[src/rtl/purse_controller_if.sv]
// Handshake and HUD bus between the deploy/upgrade UI, battle engine and purse controller.
interface purse_controller_if #(
    parameter int MONEY_W = 14
);
    logic               start;
    logic               game_en;
    logic               tick;
    logic               reward_vld;
    logic [MONEY_W-1:0] reward;
    logic               spawn_req;
    logic [MONEY_W-1:0] spawn_cost;
    logic               upg_req;
    logic               spawn_ack;
    logic               spawn_nak;
    logic               upg_ack;
    logic               upg_nak;
    logic [MONEY_W-1:0] money;
    logic [2:0]         level;
    logic [MONEY_W-1:0] max_money;
    logic [MONEY_W-1:0] upg_cost;

    modport master (
        output start, game_en, tick, reward_vld, reward, spawn_req, spawn_cost, upg_req,
        input  spawn_ack, spawn_nak, upg_ack, upg_nak, money, level, max_money, upg_cost
    );

    modport slave (
        input  start, game_en, tick, reward_vld, reward, spawn_req, spawn_cost, upg_req,
        output spawn_ack, spawn_nak, upg_ack, upg_nak, money, level, max_money, upg_cost
    );
endinterface

[src/rtl/purse_controller.sv]
// Battle purse: tick income, kill rewards, round-robin spawn/upgrade arbitration on one money register.
// Requests decided in IDLE, ack/nak and debit visible one edge later; requesters hold req until ack/nak.
module purse_controller #(
    parameter int RATE_BASE = 4,
    parameter int RATE_STEP = 2,
    parameter int MONEY_W   = 14
) (
    input  logic              clk,
    input  logic              rst,
    purse_controller_if.slave bus
);
    typedef enum logic {IDLE, RESP} state_t;
    typedef enum logic {SEL_SPAWN, SEL_UPG} sel_t;

    state_t             state_q, state_d;
    sel_t               rr_q, rr_d, sel;
    logic [MONEY_W-1:0] money_q, money_d, debit, cap_d;
    logic [2:0]         level_q, level_d;
    logic               spawn_ack_q, spawn_nak_q, upg_ack_q, upg_nak_q;
    logic               spawn_ack_d, spawn_nak_d, upg_ack_d, upg_nak_d;
    logic [15:0]        rate, total;

    function automatic logic [MONEY_W-1:0] cap_of(input logic [2:0] l);
        case (l)
            3'd0:    cap_of = MONEY_W'(100);
            3'd1:    cap_of = MONEY_W'(300);
            3'd2:    cap_of = MONEY_W'(500);
            3'd3:    cap_of = MONEY_W'(1000);
            3'd4:    cap_of = MONEY_W'(2000);
            3'd5:    cap_of = MONEY_W'(4000);
            3'd6:    cap_of = MONEY_W'(6000);
            default: cap_of = MONEY_W'(10000);
        endcase
    endfunction

    function automatic logic [MONEY_W-1:0] cost_of(input logic [2:0] l);
        case (l)
            3'd0:    cost_of = MONEY_W'(100);
            3'd1:    cost_of = MONEY_W'(200);
            3'd2:    cost_of = MONEY_W'(400);
            3'd3:    cost_of = MONEY_W'(600);
            3'd4:    cost_of = MONEY_W'(1000);
            3'd5:    cost_of = MONEY_W'(2000);
            3'd6:    cost_of = MONEY_W'(4000);
            default: cost_of = MONEY_W'(8000);
        endcase
    endfunction

    always_ff @(posedge clk or posedge rst) begin
        if (rst) begin
            state_q     <= IDLE;
            rr_q        <= SEL_SPAWN;
            money_q     <= '0;
            level_q     <= '0;
            spawn_ack_q <= 1'b0;
            spawn_nak_q <= 1'b0;
            upg_ack_q   <= 1'b0;
            upg_nak_q   <= 1'b0;
        end else begin
            state_q     <= state_d;
            rr_q        <= rr_d;
            money_q     <= money_d;
            level_q     <= level_d;
            spawn_ack_q <= spawn_ack_d;
            spawn_nak_q <= spawn_nak_d;
            upg_ack_q   <= upg_ack_d;
            upg_nak_q   <= upg_nak_d;
        end
    end

    always_comb begin
        state_d     = state_q;
        rr_d        = rr_q;
        sel         = rr_q;
        level_d     = level_q;
        debit       = '0;
        spawn_ack_d = 1'b0;
        spawn_nak_d = 1'b0;
        upg_ack_d   = 1'b0;
        upg_nak_d   = 1'b0;

        case (state_q)
            IDLE: begin
                if (bus.spawn_req || bus.upg_req) begin
                    if (bus.spawn_req && bus.upg_req) sel = rr_q;
                    else if (bus.spawn_req)           sel = SEL_SPAWN;
                    else                              sel = SEL_UPG;
                    rr_d    = (sel == SEL_SPAWN) ? SEL_UPG : SEL_SPAWN;
                    state_d = RESP;
                    // Affordability uses money before this cycle's income/reward.
                    if (sel == SEL_SPAWN) begin
                        if (bus.game_en && money_q >= bus.spawn_cost) begin
                            spawn_ack_d = 1'b1;
                            debit       = bus.spawn_cost;
                        end else begin
                            spawn_nak_d = 1'b1;
                        end
                    end else begin
                        if (bus.game_en && level_q != 3'd7 && money_q >= cost_of(level_q)) begin
                            upg_ack_d = 1'b1;
                            debit     = cost_of(level_q);
                            level_d   = level_q + 3'd1;
                        end else begin
                            upg_nak_d = 1'b1;
                        end
                    end
                end
            end
            default: state_d = IDLE;
        endcase

        rate    = 16'(RATE_BASE) + 16'(level_q) * 16'(RATE_STEP);
        total   = 16'(money_q) - 16'(debit)
                + ((bus.tick && bus.game_en) ? rate : 16'd0)
                + (bus.reward_vld ? 16'(bus.reward) : 16'd0);
        cap_d   = cap_of(level_d);
        money_d = (total > 16'(cap_d)) ? cap_d : total[MONEY_W-1:0];

        if (bus.start) begin
            state_d     = IDLE;
            rr_d        = SEL_SPAWN;
            money_d     = '0;
            level_d     = '0;
            spawn_ack_d = 1'b0;
            spawn_nak_d = 1'b0;
            upg_ack_d   = 1'b0;
            upg_nak_d   = 1'b0;
        end
    end

    assign bus.spawn_ack = spawn_ack_q;
    assign bus.spawn_nak = spawn_nak_q;
    assign bus.upg_ack   = upg_ack_q;
    assign bus.upg_nak   = upg_nak_q;
    assign bus.money     = money_q;
    assign bus.level     = level_q;
    assign bus.max_money = cap_of(level_q);
    assign bus.upg_cost  = cost_of(level_q);
endmodule

[src/flat_wrapper.sv]
// flat-port wrapper written by rule: the top's interface ports become plain ports
module purse_controller_flat 
#(
    parameter int RATE_BASE = 4,
    parameter int RATE_STEP = 2,
    parameter int MONEY_W   = 14
)
  (clk, rst, bus_start, bus_game_en, bus_tick, bus_reward_vld, bus_reward, bus_spawn_req, bus_spawn_cost, bus_upg_req, bus_spawn_ack, bus_spawn_nak, bus_upg_ack, bus_upg_nak, bus_money, bus_level, bus_max_money, bus_upg_cost);
  purse_controller_if #(.MONEY_W(MONEY_W)) bus_i ();
  input  logic clk;
  input  logic rst;
  input wire logic [$bits(bus_i.start)-1:0] bus_start;
  input wire logic [$bits(bus_i.game_en)-1:0] bus_game_en;
  input wire logic [$bits(bus_i.tick)-1:0] bus_tick;
  input wire logic [$bits(bus_i.reward_vld)-1:0] bus_reward_vld;
  input wire logic [$bits(bus_i.reward)-1:0] bus_reward;
  input wire logic [$bits(bus_i.spawn_req)-1:0] bus_spawn_req;
  input wire logic [$bits(bus_i.spawn_cost)-1:0] bus_spawn_cost;
  input wire logic [$bits(bus_i.upg_req)-1:0] bus_upg_req;
  output wire logic [$bits(bus_i.spawn_ack)-1:0] bus_spawn_ack;
  output wire logic [$bits(bus_i.spawn_nak)-1:0] bus_spawn_nak;
  output wire logic [$bits(bus_i.upg_ack)-1:0] bus_upg_ack;
  output wire logic [$bits(bus_i.upg_nak)-1:0] bus_upg_nak;
  output wire logic [$bits(bus_i.money)-1:0] bus_money;
  output wire logic [$bits(bus_i.level)-1:0] bus_level;
  output wire logic [$bits(bus_i.max_money)-1:0] bus_max_money;
  output wire logic [$bits(bus_i.upg_cost)-1:0] bus_upg_cost;
  assign bus_i.start = bus_start;
  assign bus_i.game_en = bus_game_en;
  assign bus_i.tick = bus_tick;
  assign bus_i.reward_vld = bus_reward_vld;
  assign bus_i.reward = bus_reward;
  assign bus_i.spawn_req = bus_spawn_req;
  assign bus_i.spawn_cost = bus_spawn_cost;
  assign bus_i.upg_req = bus_upg_req;
  assign bus_spawn_ack = bus_i.spawn_ack;
  assign bus_spawn_nak = bus_i.spawn_nak;
  assign bus_upg_ack = bus_i.upg_ack;
  assign bus_upg_nak = bus_i.upg_nak;
  assign bus_money = bus_i.money;
  assign bus_level = bus_i.level;
  assign bus_max_money = bus_i.max_money;
  assign bus_upg_cost = bus_i.upg_cost;
  purse_controller #(.RATE_BASE(RATE_BASE), .RATE_STEP(RATE_STEP), .MONEY_W(MONEY_W)) u_core (.clk(clk), .rst(rst), .bus(bus_i));
endmodule
[config.mk]
export PLATFORM = sky130hd
export DESIGN_NAME = purse_controller_flat
export DESIGN_NICKNAME = d
export VERILOG_FILES = /design/src/rtl/purse_controller_if.sv /design/src/rtl/purse_controller.sv /design/src/flat_wrapper.sv
export SDC_FILE = /design/constraint.sdc
export NUM_CORES = 1
export LEC_CHECK = 0
export BUFFER_PORTS_ARGS = -buffer_cell sky130_fd_sc_hd__clkbuf_2
export CAP_MARGIN = 20
export CORE_MARGIN = 2
export CORE_UTILIZATION = 35
export DETAILED_ROUTE_END_ITERATION = 16
export SLEW_MARGIN = 10
export SYNTH_ARGS = -nofsm -noshare
export SYNTH_HDL_FRONTEND = slang
export SYNTH_SLANG_ARGS = --single-unit
export TNS_END_PERCENT = 30
[constraint.sdc]
create_clock -name clk -period 13.7 [get_ports clk]
set_clock_uncertainty 0.2 [all_clocks]
set_input_delay 0.685 -clock clk [delete_from_list [all_inputs] [get_ports clk]]
set_output_delay 0.685 -clock clk [all_outputs]
set_load 0.02 [all_outputs]
## After elaboration in Yosys (flattened, before gate mapping)

Cells that the tools add are included.

- Add/subtract/negate cells: 5
- Magnitude comparators: 3
- Eq/ne operators: 14
- Mux-type cells: 51
- Reduce and logical (&&, ||, !) cells: 10

Operator list:

| kind | number |
|---|---|
| $pmux W14 S7 | 2 |
| $mux W14 | 10 |
| $pmux W13 S7 | 1 |
| $add A16 B16 Y16 | 2 |
| $mux W1 | 31 |
| $ge A14 B14 Y1 | 2 |
| $eq A3 B3 Y1 const B | 6 |
| $gt A16 B14 Y1 | 1 |
| $mux W16 | 1 |
| $mux W3 | 5 |
| $sub A14 B14 Y15 | 1 |
| $mux W13 | 1 |
| $eq A3 B2 Y1 const B | 4 |
| $eq A3 B1 Y1 const B | 2 |
| $logic_not A3 Y1 | 2 |
| $add A3 B4 Y5 const A | 1 |
| $logic_and A1 B1 Y1 | 5 |
| $add A3 B1 Y3 const B | 1 |
| $ne A3 B3 Y1 const B | 1 |
| $ne A2 B2 Y1 const B | 1 |
| $reduce_and A2 Y1 | 1 |
| $reduce_bool A2 Y1 | 1 |
| $logic_or A1 B1 Y1 | 1 |

- Register bits after elaboration: 23
- Bits of input ports: 36
- Output and inout port bits: 49
- Word-level logic and storage cells: 91

## Logic depth before layout (Yosys ltp)

Gate-level depths: netlist of the first run.

- Depth after elaboration: 19
- Mapped depth: 41
- Mapped depth without buffers: 37

## Worst setup path after synthesis of the first run

OpenSTA, ideal clock, no wires.

- Path kind: register to register
- Start point: register u_core.level_q[0], in the netlist u_core.bus.level[0]
- End point: register u_core.money_q[10], in the netlist u_core.bus.money[10]
- Arrival: 7517 ps
- Setup slack: 5917 ps
- Stages on the path, launching flop included: 40
- Path buffers: 4
- Period minus slack after synthesis: 7783 ps
- Cell sequence: dfrtp_1 buf_2 clkinv_1 ha_1 nor2_1 nor2_1 or4_1 inv_1 ha_1 a211o_1 a41oi_1 o211a_4 nor2_4 buf_4 buf_2 a22oi_1 ha_1 a21oi_1 (+4 left out) a21oi_1 xnor2_1 ha_1 ha_1 a21oi_1 nor2_1 a211oi_1 o31ai_2 xnor2_1 ha_1 nand2_1 nor2_1 a21oi_1 a22o_1 and3_1 buf_2 a211oi_2 a31o_1

- Word-level cells in the longest chain between the ends: 17
- Elaborated cells on any way between the ends: 40
- Those cells by class: add/sub: 5; order compare: 2; eq/ne: 13; mux: 16; reduce/logical: 4

Ends and longest elaborated chain:

| item | line | RTL |
|---|---|---|
| from (decl) | purse_controller.sv:18 | `logic [2:0] level_q, level_d;` |
| from (signal assigned) | purse_controller.sv:63 | `level_q <= level_d;` |
| $eq A3 B3 Y1, or another cell as far along | n/a |  |
| $pmux W13 S7 * | n/a |  |
| via bus_upg_cost[6] | flat_wrapper.sv:27 | `output wire logic [$bits(bus_i.upg_cost)-1:0] bus_upg_cost;` |
| $mux W14 | purse_controller.sv:91 | `if (sel == SEL_SPAWN) begin` |
| $mux W14 | purse_controller.sv:84 | `if (bus.spawn_req \|\| bus.upg_req) begin` |
| $mux W14 | purse_controller.sv:82 | `case (state_q)` |
| $ge A14 B14 Y1 | purse_controller.sv:99 | `if (bus.game_en && level_q != 3'd7 && money_q >= cost_of(level_q)) begin` |
| $logic_and A1 B1 Y1 | purse_controller.sv:99 |  |
| (+3 left out) | n/a |  |
| $mux W14 | purse_controller.sv:82 |  |
| $sub A14 B14 Y15 | purse_controller.sv:113 | `total = 16'(money_q) - 16'(debit)` |
| $add A16 B16 Y16 | purse_controller.sv:114 | `+ ((bus.tick && bus.game_en) ? rate : 16'd0)` |
| $add A16 B16 Y16 | purse_controller.sv:115 | `+ (bus.reward_vld ? 16'(bus.reward) : 16'd0);` |
| $gt A16 B14 Y1 | purse_controller.sv:117 | `money_d = (total > 16'(cap_d)) ? cap_d : total[MONEY_W-1:0];` |
| $mux W14 * | purse_controller.sv:117 |  |
| $mux W14 * | purse_controller.sv:119 | `if (bus.start) begin` |
| via u_core.money_d[10] | purse_controller.sv:17 | `logic [MONEY_W-1:0] money_q, money_d, debit, cap_d;` |
| to (signal assigned) | purse_controller.sv:62 | `money_q <= money_d;` |
| to (decl) | purse_controller.sv:17 |  |

Mark *: on every way through the listed nets, which the timed path passes. The rest lies on a longest branch. The select of a mux whose other input is x is not followed.
A chain may end at the register's enable or synchronous reset.

## Worst setup path after layout of the first run

- Start point: register u_core.level_q[0], in the netlist u_core.bus.level[0]
- End point: register u_core.money_q[13], in the netlist u_core.bus.money[13]

- Word-level cells in the longest chain between the ends: 17
- Elaborated cells on any way between the ends: 40
- Those cells by class: add/sub: 5; order compare: 2; eq/ne: 13; mux: 16; reduce/logical: 4

Ends and longest elaborated chain:

| item | line | RTL |
|---|---|---|
| $eq A3 B3 Y1, or another cell as far along | purse_controller.sv:37 | `case (l)` |
| $pmux W13 S7 | purse_controller.sv:37 |  |
| $mux W14 | purse_controller.sv:91 |  |
| $mux W14 | purse_controller.sv:84 |  |
| $mux W14 | purse_controller.sv:82 |  |
| $ge A14 B14 Y1 | purse_controller.sv:99 |  |
| $logic_and A1 B1 Y1 | purse_controller.sv:99 |  |
| $mux W13 | purse_controller.sv:99 |  |
| (+2 left out) | n/a |  |
| $mux W14 | purse_controller.sv:82 |  |
| $sub A14 B14 Y15 | purse_controller.sv:113 |  |
| $add A16 B16 Y16 | purse_controller.sv:114 |  |
| $add A16 B16 Y16 | purse_controller.sv:115 |  |
| $gt A16 B14 Y1 | purse_controller.sv:117 |  |
| $mux W14 * | purse_controller.sv:117 |  |
| $mux W14 * | purse_controller.sv:119 |  |
| via u_core.money_d[13] | purse_controller.sv:17 |  |

Marked as above.

==> impl_summary.log, run 1 <==
INFO  metric run_status = finished clean
INFO  metric uppermost_metal_layer_occupied_by_signal_nets = met4
INFO  metric rsz0062_at_grt = false
INFO  metric port_buffers = 79
INFO  metric synth-seq-area-share = 13.55%
INFO  metric transition_at_the_pin_with_the_smallest_max_transition_slack = 0.9257 ns
INFO  metric critical_path_class = flop to flop
INFO  metric ctsHtreeMaxLevel = 1
INFO  metric hold_viol = 0
INFO  metric critPathLaunchType = flop
INFO  metric synth_compound_area_share = 24.85%
INFO  metric filler_cell_count = 1229
INFO  metric initial_antenna_violation_count = 0
INFO  metric hold-path-cell-count = 1
INFO  metric number_of_placement_rows = 40
INFO  metric critical_path.endpoint_type = flop
INFO  metric num_antenna_cells = 0
INFO  metric area.growth.synth_to_final = 12.63%
INFO  metric worst_path_most_repeated_cell = sky130_fd_sc_hd__ha_1
INFO  metric finalWorstSetupSlack = 4.769 ns
INFO  metric chipHeight = 114.2 um
INFO  metric route.met3.wl = 502 um
INFO  metric detail_route.wirelength.met1 = 5829 um
INFO  metric arrival = 8.90 ns
INFO  metric cts_post_setup_buffers_inserted = 0
INFO  metric first_iter_violations = 313
INFO  metric ctsRootBufferMaster = sky130_fd_sc_hd__clkbuf_16
INFO  metric layout.cells.non_filler = 733
INFO  metric clk-insertion-delay-late = 0.26 ns
INFO  metric cts_tree = yes
INFO  metric finalWirelength = 12860 um
INFO  metric grt_max_degree = 25
INFO  metric routed_wire_length_per_instance = 17.54 um
INFO  metric synth.cell_area = 0.004249 sq mm
INFO  metric detailroute.wirelength.met2 = 6104 um
INFO  metric multiplexer_area_fraction_after_synthesis = 1.649%
INFO  metric max_cap_violations = 0
INFO  metric antenna_left = 0
INFO  metric relSlewSlack = 38.22%
INFO  metric critical_path.reg2reg.endpoint = u_core.bus.money[13]$_DFF_PP0_
INFO  metric synth_top_area_share = 24.44%
INFO  metric postSynthAreaPerCell = 8.203 sq um
INFO  metric nets = 712
INFO  metric netlist-cell-type-count = 71
INFO  metric synth_enable_flop_cells = 0
INFO  metric synth_flop_cell = sky130_fd_sc_hd__dfrtp_1
INFO  metric worstHoldEndpoint = u_core.bus.spawn_nak$_DFF_PP0_
INFO  metric synth_simple_gate_area_share = 18.37%
INFO  metric via_count_of_the_first_global_routing_pass = 3884
INFO  metric cts-buffers-inserted = 3
INFO  metric synth_warnings = 0
INFO  metric ioPinCount = 85
INFO  metric dieWidth = 114.2 um
INFO  metric pre_cts_ws = 4.940 ns
INFO  metric yosys_register_bits = 23
INFO  metric critical_path_peak_fanout = 24
INFO  metric post-place-cells = 729
INFO  metric grt_util_all_layers = 19.56%
INFO  metric final-setup-viol-count = 0
INFO  metric ctsLongestPathBuffers = 2
INFO  metric min-delay-start = u_core.state_q$_DFF_PP0_
INFO  metric via_count_of_the_routed_design = 4033
INFO  metric grt.overflow.total = 0
INFO  metric die_area = 0.01304 sq mm
INFO  metric coreArea = 0.01191 sq mm
INFO  metric top_cells_by_area_in_the_synthesized_netlist = sky130_fd_sc_hd__ha_1, sky130_fd_sc_hd__dfrtp_1, sky130_fd_sc_hd__inv_1
INFO  metric post_drt_via_cell_ratio = 5.502
INFO  metric post-dp-hpwl = 10910 um
INFO  metric clkSlewWorstSetupHoldPaths = 0.06 ns
INFO  metric final.setup.tns = 0 ns
INFO  metric xor_xnor_portion_of_the_synthesized_cell_area = 6.037%
INFO  metric post_cts_resize_count = 0
INFO  metric largest_family_of_logic_cells_by_synthesized_area = adder cells
INFO  metric finalCritPeriodShare = 65.19%
INFO  metric reg2reg_slack = 4.77 ns
INFO  metric synth-adder-area-share = 27.27%
INFO  metric fin_hold_ws = 0.3342 ns
INFO  metric synthesis.instances = 518
INFO  metric drive_gt1_share = 18.43%
INFO  metric worstHoldPathType = flop to flop
INFO  metric max_freq = 0.1120 GHz
INFO  metric critPathRequiredTime = 13.67 ns
INFO  metric timing_max_transition_violations_final = 0
INFO  metric cpMaxStageDelayCell = sky130_fd_sc_hd__dfrtp_1
INFO  metric wire_length_of_the_first_global_routing_pass = 20130 um
INFO  metric floorplan.initialDensity = 35.67%
INFO  metric finalWorstPathRequiredPeriod = 8.931 ns
INFO  metric r2r.worst_path.cells = 34
INFO  metric async_reset_ff_share = 100.0%
INFO  metric drc = 0
INFO  metric drt_pass1_iterations = 5
INFO  metric worst_reg2reg_path_startpoint = u_core.bus.level[0]$_DFF_PP0_
INFO  metric crit_path_max_incr_delay = 0.61 ns
INFO  metric gp_congestion = 0.9401
INFO  metric synthDominantAreaCellType = sky130_fd_sc_hd__ha_1
INFO  metric cts.sink_count = 23
INFO  metric cts_hold_buf = 0
==> worst max-delay path: cells and delay by family, from the launching register on <==
family	cells	cell delay, ns
AOI/OAI and AO/OA	15	2.88
and+or+nand+nor	10	2.21
adders and majority gates	6	2.08
DFF	1	0.61
xor gates and xnor gates	2	0.47
buffers and inverters	1	0.38
==> synthesized netlist by cell type, drive strengths merged, types with 8 or more instances <==
cell    count
buf        14
a21o       13
inv        53
xnor2      17
a22oi      11
nand2      37
a211oi     15
nor3       17
xor2        8
o21ai      21
dfrtp      23
ha         83
a21oi      38
and2       17
nor2       41
==> worst max-delay path by stage <==
| stage | start | to | slack (ns) | cells past startpoint |
|---|---|---|---|---|
| floorplan | u_core.bus.level[0]$_DFF_PP0_ | u_core.bus.money[10]$_DFF_PP0_ | 5.92 | 39 |
| global placement | u_core.bus.level[0]$_DFF_PP0_ | u_core.bus.money[4]$_DFF_PP0_ | 5.00 | 36 |
| detailed placement | u_core.bus.level[0]$_DFF_PP0_ | u_core.bus.money[13]$_DFF_PP0_ | 4.94 | 35 |
| CTS | u_core.bus.level[0]$_DFF_PP0_ | u_core.bus.money[13]$_DFF_PP0_ | 4.85 | 35 |
| global route | u_core.bus.level[0]$_DFF_PP0_ | u_core.bus.money[4]$_DFF_PP0_ | 4.13 | 36 |
| finish | u_core.bus.level[0]$_DFF_PP0_ | u_core.bus.money[13]$_DFF_PP0_ | 4.77 | 34 |
==> cell families (layout without fill, tap and decap cells) <==
logic type / Yosys count / after routing
adders and majority gates: 89 / 89
xor gates and xnor gates: 25 / 25
muxes: 7 / 7
DFF: 23 / 23
AOI/OAI and AO/OA: 143 / 143
and+or+nand+nor: 156 / 156
other: 1 / 5
buffers and inverters: 74 / 138
==> sequential cells by signal (all words and copies together), names as in the netlist <==
name,count
u_core.bus.level,3
u_core.bus.spawn_ack,1
u_core.bus.spawn_nak,1
u_core.bus.upg_nak,1
u_core.state_q,1
u_core.rr_q,1
u_core.bus.upg_ack,1
u_core.bus.money,14
==> through the flow <==
stage / utilization, % / cell area, sq um
final: 40.18 / 4786
after global routing: 40.18 / 4786
after CTS: 40.18 / 4786
after detailed placement: 39.51 / 4706
after global placement: 39.51 / 4706
after floorplan: - / 4264
==> layer usage <==
layer / global-route usage, % / vias up
li1: - / 1976
met1: 26.09 / 1895
met2: 33.41 / 135
met3: 1.165 / 27
met4: 7.236 / 0
met5: 0 / -
==> layout make-up <==
class / instances / area, sq um / area share (%)
repair buffers: 80 / 402.9 / 8.418
multi-input cells: 425 / 3341 / 69.80
clock buffers: 3 / 75.07 / 1.569
clock inverters: 1 / 5.005 / 0.1046
well taps: 147 / 183.9 / 3.843
flip-flops and latches: 23 / 575.6 / 12.03
inverters: 54 / 202.7 / 4.235
==> cell usage in the layout, fill, tap and decap left out, types with 16 or more instances in the layout <==
cell type	count
sky130_fd_sc_hd__a21oi_1	38
sky130_fd_sc_hd__and2_1	17
sky130_fd_sc_hd__clkbuf_2	79
sky130_fd_sc_hd__dfrtp_1	23
sky130_fd_sc_hd__ha_1	83
sky130_fd_sc_hd__inv_1	52
sky130_fd_sc_hd__nand2_1	36
sky130_fd_sc_hd__nor2_1	39
sky130_fd_sc_hd__nor3_1	17
sky130_fd_sc_hd__xnor2_1	16
Power of run 1 is left out: the tool's default activity adds up to more than one toggle a clock period on the data nets, which glitch-free logic cannot reach.
==> run 2, diff against run 1 <==
==> constraint.sdc (replaced) <==
create_clock -name clk -period 9 [get_ports clk]
set_clock_uncertainty 0.2 [all_clocks]
set_input_delay 0.45 -clock clk [delete_from_list [all_inputs] [get_ports clk]]
set_output_delay 0.45 -clock clk [all_outputs]
set_load 0.02 [all_outputs]
==> run 2 against run 1 <==
  * Global-route usage is 0.22 points higher
  * Flip-flop and latch count stayed put
  * Non-clock buffer count is 3 higher
  * Register-to-register slack worse by 4.2 ns
  * Fmax is 6.2% higher
  * Via count is 0.97% lower
  * Sequential share of layout area hardly changed
  * First-iteration DRC count is 10% lower
  * Worst setup slack worse by 4.2 ns
  * Routed wire length is 0.93% lower
  * Critical endpoint is now u_core.bus.money[1]$_DFF_PP0_
  * Highest routed layer unchanged
==> impl_summary.log, run 2 (synthesis gave the netlist of run 1 again) <==
INFO  metric antenna_left = 0 (unchanged)
INFO  metric reg2reg_slack = 0.59 ns (was 4.77 ns)
INFO  metric critical_path_peak_fanout = 13 (was 24)
INFO  metric critPathRequiredTime = 9.00 ns (was 13.67 ns)
INFO  metric worst_path_most_repeated_cell = sky130_fd_sc_hd__ha_1 (unchanged)
INFO  metric cts_tree = yes (unchanged)
INFO  metric initial_antenna_violation_count = 0 (unchanged)
INFO  metric area.growth.synth_to_final = 13.19% (was 12.63%)
INFO  metric timing_max_transition_violations_final = 0 (unchanged)
INFO  metric finalCritPeriodShare = 93.40% (was 65.19%)
INFO  metric clk-insertion-delay-late = 0.26 ns (about the same)
INFO  metric cts-buffers-inserted = 3 (unchanged)
INFO  metric cts_hold_buf = 0 (unchanged)
INFO  metric post_cts_resize_count = 0 (unchanged)
INFO  metric number_of_flip_flops_in_the_largest_register = 14 (unchanged)
INFO  metric critical_path_class = flop to flop (unchanged)
INFO  metric drt_pass1_iterations = 4 (was 5)
INFO  metric cts.sink_count = 23 (unchanged)
INFO  metric finalWorstSetupSlack = 0.5942 ns (was 4.769 ns)
INFO  metric layout.cells.most_common_list = sky130_fd_sc_hd__ha_1, sky130_fd_sc_hd__clkbuf_2, sky130_fd_sc_hd__inv_1, sky130_fd_sc_hd__nor2_1, sky130_fd_sc_hd__a21oi_1 (unchanged)
INFO  metric mostFrequentLayoutCell = sky130_fd_sc_hd__ha_1 (unchanged)
INFO  metric worst_reg2reg_path_startpoint = u_core.bus.level[0]$_DFF_PP0_ (unchanged)
INFO  metric r2r.worst_path.cells = 35 (was 34)
INFO  metric critical_path_buf_inv_count = 2 (was 1)
INFO  metric post_drt_via_cell_ratio = 5.427 (was 5.502)
INFO  metric crit_path_max_incr_delay = 0.54 ns (was 0.61 ns)
INFO  metric via_count_of_the_routed_design = 3994 (was 4033)
INFO  metric grt_max_degree = 24 (was 25)
INFO  metric port_buffers = 79 (unchanged)
INFO  metric post-place-cells = 732 (was 729)
INFO  metric nets = 715 (was 712)
INFO  metric gp_congestion = 0.9810 (was 0.9401)
INFO  metric layout.cells.non_filler = 736 (was 733)
INFO  metric ioPinCount = 85 (unchanged)
INFO  metric worst_path_dominant_cell_family = compound AO/OA/AOI/OAI gates (unchanged)
INFO  metric ctsHtreeMaxLevel = 1 (unchanged)
INFO  metric relSlewSlack = 37.16% (was 38.22%)
INFO  metric critical_path.reg2reg.endpoint = u_core.bus.money[1]$_DFF_PP0_ (was u_core.bus.money[13]$_DFF_PP0_)
INFO  metric dieWidth = 114.2 um (unchanged)
INFO  metric floorplan.initialDensity = 35.67% (unchanged)
INFO  metric ctsRootBufferMaster = sky130_fd_sc_hd__clkbuf_16 (unchanged)
INFO  metric grt_util_all_layers = 19.78% (was 19.56%)
INFO  metric finalWorstPathRequiredPeriod = 8.406 ns (was 8.931 ns)
INFO  metric number_of_placement_rows = 40 (unchanged)
INFO  metric filler_cell_count = 1221 (was 1229)
INFO  metric hold_viol = 0 (unchanged)
INFO  metric clkSlewWorstSetupHoldPaths = 0.06 ns (about the same)
INFO  metric chipHeight = 114.2 um (unchanged)
INFO  metric post-dp-hpwl = 10900 um (was 10910 um)
INFO  metric grt.overflow.total = 0 (unchanged)
INFO  metric max_cap_violations = 0 (unchanged)
INFO  metric worstHoldPathType = input port to async pin (was flop to flop)
INFO  metric first_iter_violations = 281 (was 313)
INFO  metric final.setup.tns = 0 ns (unchanged)
INFO  metric pre_cts_ws = 0.4915 ns (was 4.940 ns)
INFO  metric critPathLaunchType = flop (unchanged)
INFO  metric coreArea = 0.01191 sq mm (unchanged)
INFO  metric drc = 0 (unchanged)
INFO  metric critical_path.endpoint_type = flop (unchanged)
INFO  metric via_count_of_the_first_global_routing_pass = 3932 (was 3884)
INFO  metric ctsLongestPathBuffers = 2 (unchanged)
INFO  metric routed_wire_length_per_instance = 17.31 um (was 17.54 um)
INFO  metric wire_length_of_the_first_global_routing_pass = 20510 um (was 20130 um)
INFO  metric cpMaxStageDelayCell = sky130_fd_sc_hd__or4_1 (was sky130_fd_sc_hd__dfrtp_1)
INFO  metric final-setup-viol-count = 0 (unchanged)
INFO  metric cts_post_setup_buffers_inserted = 0 (unchanged)
INFO  metric run_status = finished clean (unchanged)
INFO  metric drive_gt1_share = 19.02% (was 18.43%)
INFO  metric rsz0062_at_grt = false (unchanged)
INFO  metric num_antenna_cells = 0 (unchanged)
INFO  metric timing.critical_path.from = u_core.bus.level[0]$_DFF_PP0_ (unchanged)
INFO  metric die_area = 0.01304 sq mm (unchanged)
INFO  metric arrival = 8.40 ns (was 8.90 ns)
INFO  metric max_freq = 0.1190 GHz (was 0.1120 GHz)
INFO  metric finalWirelength = 12740 um (was 12860 um)
INFO  metric transition_at_the_pin_with_the_smallest_max_transition_slack = 0.9416 ns (was 0.9257 ns)
run 2: worst max-delay path by stage:
stage	endpoint	slack [ns]	cells after the start
3_3_place_gp	u_core.bus.money[4]$_DFF_PP0_	0.60	35
5_1_grt	u_core.bus.money[0]$_DFF_PP0_	0.06	35
4_1_cts	u_core.bus.money[4]$_DFF_PP0_	0.44	35
2_1_floorplan	u_core.bus.money[10]$_DFF_PP0_	1.22	39
6_report	u_core.bus.money[1]$_DFF_PP0_	0.59	35
3_5_place_dp	u_core.bus.money[4]$_DFF_PP0_	0.49	35
run 2: worst register-to-register path: cells and delay by family (launching register included):
kind / cells / cell delay, ns
xor gates and xnor gates: 2 / 0.54
AOI/OAI and AO/OA: 13 / 2.71
and+or+nand+nor: 12 / 2.10
adders and majority gates: 6 / 1.94
buffers and inverters: 2 / 0.35
DFF: 1 / 0.50
run 2: layer usage:
layer  routed length [um]  up-vias  GRT usage [%]
met5                    0        -              0
met4                  352        0          6.423
met3                  462       20         0.8470
met2                 6049      110          33.73
met1                 5872     1882          26.99
li1                     -     1982              -
run 2: layout make-up:
cell class / instances / area, sq um / area share [%]
multi-input combinational: 425 / 3342 / 69.49
timing repair buffer: 83 / 425.4 / 8.845
inverter: 54 / 202.7 / 4.214
sequential: 23 / 576.8 / 11.99
clock buffer: 4 / 78.83 / 1.639
tap: 147 / 183.9 / 3.824
run 2: metrics by stage:
| stage | hold WS, ns | utilization, % | area, sq um |
|---|---|---|---|
| floorplan | 0.2519 | - | 4264 |
| CTS | 0.2173 | 40.36 | 4807 |
| detailed placement | 0.3070 | 39.70 | 4728 |
| global route | 0.2697 | 40.38 | 4810 |
| global placement | 0.3080 | 39.70 | 4728 |
| finish | 0.1736 | 40.38 | 4810 |
Power of run 2 is left out for the same reason.
==> run 3, diff against run 2 <==
--- a/config.mk
+++ b/config.mk
@@ -5,11 +5,12 @@
 export SDC_FILE = /design/constraint.sdc
 export NUM_CORES = 1
 export LEC_CHECK = 0
-export BUFFER_PORTS_ARGS = -buffer_cell sky130_fd_sc_hd__clkbuf_2
 export CAP_MARGIN = 20
+export CORE_ASPECT_RATIO = 0.7
 export CORE_MARGIN = 2
 export CORE_UTILIZATION = 35
 export DETAILED_ROUTE_END_ITERATION = 16
+export DONT_BUFFER_PORTS = 1
 export SLEW_MARGIN = 10
 export SYNTH_ARGS = -nofsm -noshare
 export SYNTH_HDL_FRONTEND = slang
==> run 3 against run 2 <==
  * Global-route usage fell by 0.69 points
  * Critical path depth stayed put
  * Routed wire length rose by 0.42%
  * Clock-buffer cell count shrank 1
  * Sequential share of layout area increased by 1.0 points
  * Final area down 7.7%
  * Flip-flop and latch count did not move
  * Non-clock buffer count shrank 79
  * Worst setup slack lost 0.078 ns
  * Critical path type unchanged
==> impl_summary.log, run 3 (synthesis gave the netlist of run 1 again) <==
INFO  metric critical_path_buf_inv_count = 2 (unchanged)
INFO  metric initial_antenna_violation_count = 0 (unchanged)
INFO  metric grt_util_all_layers = 19.09% (was 19.78%)
INFO  metric post-dp-hpwl = 10790 um (was 10900 um)
INFO  metric ioPinCount = 85 (unchanged)
INFO  metric uppermost_metal_layer_occupied_by_signal_nets = met4 (unchanged)
INFO  metric ctsRootBufferMaster = sky130_fd_sc_hd__clkbuf_16 (unchanged)
INFO  metric hold_viol = 0 (unchanged)
INFO  metric drc = 0 (unchanged)
INFO  metric first_iter_violations = 320 (was 281)
INFO  metric cpMaxStageDelayCell = sky130_fd_sc_hd__or4_1 (unchanged)
INFO  metric worst_path_dominant_cell_family = compound AO/OA/AOI/OAI gates (unchanged)
INFO  metric worstHoldPathType = input port to flop (was input port to async pin)
INFO  metric max_cap_violations = 0 (unchanged)
INFO  metric detailed_place.area = 0.004350 sq mm (was 0.004728 sq mm)
INFO  metric routed_wire_length_per_instance = 19.18 um (was 17.31 um)
INFO  metric final.setup.tns = 0 ns (unchanged)
INFO  metric dieWidth = 135.7 um (was 114.2 um)
INFO  metric gp_congestion = 0.8980 (was 0.9810)
INFO  metric coreArea = 0.01177 sq mm (was 0.01191 sq mm)
INFO  metric run_status = finished clean (unchanged)
INFO  metric drt_pass1_iterations = 5 (was 4)
INFO  metric via_count_of_the_first_global_routing_pass = 3480 (was 3932)
INFO  metric wire_length_of_the_first_global_routing_pass = 19430 um (was 20510 um)
INFO  metric transition_at_the_pin_with_the_smallest_max_transition_slack = 0.8987 ns (was 0.9416 ns)
INFO  metric floorplan.initialDensity = 36.11% (was 35.67%)
INFO  metric finalWorstPathRequiredPeriod = 8.483 ns (was 8.406 ns)
INFO  metric via_count_of_the_routed_design = 3791 (was 3994)
INFO  metric grt.overflow.total = 0 (unchanged)
INFO  metric relSlewSlack = 40.02% (was 37.16%)
INFO  metric finalWirelength = 12790 um (was 12740 um)
INFO  metric grt_max_degree = 24 (unchanged)
INFO  metric critPathRequiredTime = 8.92 ns (was 9.00 ns)
INFO  metric cts_post_setup_buffers_inserted = 0 (unchanged)
INFO  metric design_area_final = 0.004441 sq mm (was 0.004810 sq mm)
INFO  metric ctsLongestPathBuffers = 2 (unchanged)
INFO  metric critPathLaunchType = flop (unchanged)
INFO  metric worst_path_most_repeated_cell = sky130_fd_sc_hd__ha_1 (unchanged)
INFO  metric max_freq = 0.1179 GHz (was 0.1190 GHz)
INFO  metric cts_hold_buf = 0 (unchanged)
INFO  metric critical_path.endpoint_type = flop (unchanged)
INFO  metric detailroute.wirelength.met2 = 5756 um (was 6049 um)
INFO  metric finalCritPeriodShare = 94.26% (was 93.40%)
INFO  metric rsz0062_at_grt = false (unchanged)
INFO  metric drive_gt1_share = 7.255% (was 19.02%)
INFO  metric post_drt_via_cell_ratio = 5.684 (was 5.427)
INFO  metric detail_route.wirelength.met1 = 6022 um (was 5872 um)
INFO  metric clkSlewWorstSetupHoldPaths = 0.06 ns (about the same)
INFO  metric cts_tree = yes (unchanged)
INFO  metric multi_input_area = 0.003351 sq mm (was 0.003342 sq mm)
INFO  metric nets = 636 (was 715)
INFO  metric critical_path_class = flop to flop (unchanged)
INFO  metric critical_path_peak_fanout = 13 (unchanged)
INFO  metric arrival = 8.41 ns (was 8.40 ns)
INFO  metric port_buffers = 0 (was 79)
INFO  metric clk-insertion-delay-late = 0.26 ns (about the same)
INFO  metric crit_path_max_incr_delay = 0.66 ns (was 0.54 ns)
INFO  metric filler_cell_count = 1179 (was 1221)
INFO  metric number_of_flip_flops_in_the_largest_register = 14 (unchanged)
INFO  metric layout.cells.most_common_list = sky130_fd_sc_hd__ha_1, sky130_fd_sc_hd__inv_1, sky130_fd_sc_hd__nor2_1, sky130_fd_sc_hd__a21oi_1, sky130_fd_sc_hd__nand2_1 (was sky130_fd_sc_hd__ha_1, sky130_fd_sc_hd__clkbuf_2, sky130_fd_sc_hd__inv_1, sky130_fd_sc_hd__nor2_1, sky130_fd_sc_hd__a21oi_1)
INFO  metric cts.sink_count = 23 (unchanged)
INFO  metric route.met3.wl = 896 um (was 462 um)
INFO  metric die_area = 0.01305 sq mm (was 0.01304 sq mm)
INFO  metric area.growth.synth_to_final = 4.505% (was 13.19%)
INFO  metric timing_max_transition_violations_final = 0 (unchanged)
INFO  metric final-setup-viol-count = 0 (unchanged)
INFO  metric num_antenna_cells = 0 (unchanged)
INFO  metric cts-buffers-inserted = 3 (unchanged)
INFO  metric antenna_left = 0 (unchanged)
INFO  metric chipHeight = 96.19 um (was 114.2 um)
INFO  metric number_of_placement_rows = 33 (was 40)
INFO  metric footprint_of_the_flip_flops_and_latches = 576.8 sq um (unchanged)
INFO  metric mostFrequentLayoutCell = sky130_fd_sc_hd__ha_1 (unchanged)
INFO  metric ctsHtreeMaxLevel = 1 (unchanged)
INFO  metric post_cts_resize_count = 0 (unchanged)
[run 3: cell type report]
| type | instances | area share (%) |
|---|---|---|
| Timing Repair Buffer | 4 | 0.6762 |
| Tap cell | 157 | 4.424 |
| Clock inverter | 1 | 0.1127 |
| Inverter | 54 | 4.649 |
| Multi-Input combinational cell | 425 | 75.46 |
| Sequential cell | 23 | 12.99 |
| Clock buffer | 3 | 1.691 |
[run 3: routing by layer]
layer  global-route usage (%)  vias up
met5                        0        -
met4                    2.951        0
met3                    2.264       10
met2                    30.72      151
met1                    27.88     1804
li1                         -     1826
[run 3: worst paths after layout]
check                                                    from                        endpoint  slack (ns)  cells after the start
worst max-delay path            u_core.bus.level[0]$_DFF_PP0_  u_core.bus.money[13]$_DFF_PP0_        0.52                     35
worst min-delay path                                bus_start   u_core.bus.money[4]$_DFF_PP0_        0.05                      1
worst max register to register  u_core.bus.level[0]$_DFF_PP0_  u_core.bus.money[13]$_DFF_PP0_        0.52                     35
worst min register to register        u_core.rr_q$_DFFE_PP0P_         u_core.rr_q$_DFFE_PP0P_        0.34                      2
max in group asynchronous                                 rst   u_core.bus.level[0]$_DFF_PP0_        7.92                      1
min in group asynchronous                                 rst  u_core.bus.money[11]$_DFF_PP0_        0.07                      1
[run 3: per-stage QoR]
stage,setup WS (ns),utilization [%],instances,hold WS [ns]
floorplan,1.217,-,522,0.2519
global placement,0.3580,36.97,663,0.3160
detailed placement,0.2738,36.97,663,0.3175
CTS,0.1750,37.65,667,0.04703
global route,0.03248,37.74,667,0.04685
finish,0.5165,37.74,667,0.05211
Power of run 3 is left out for the same reason.
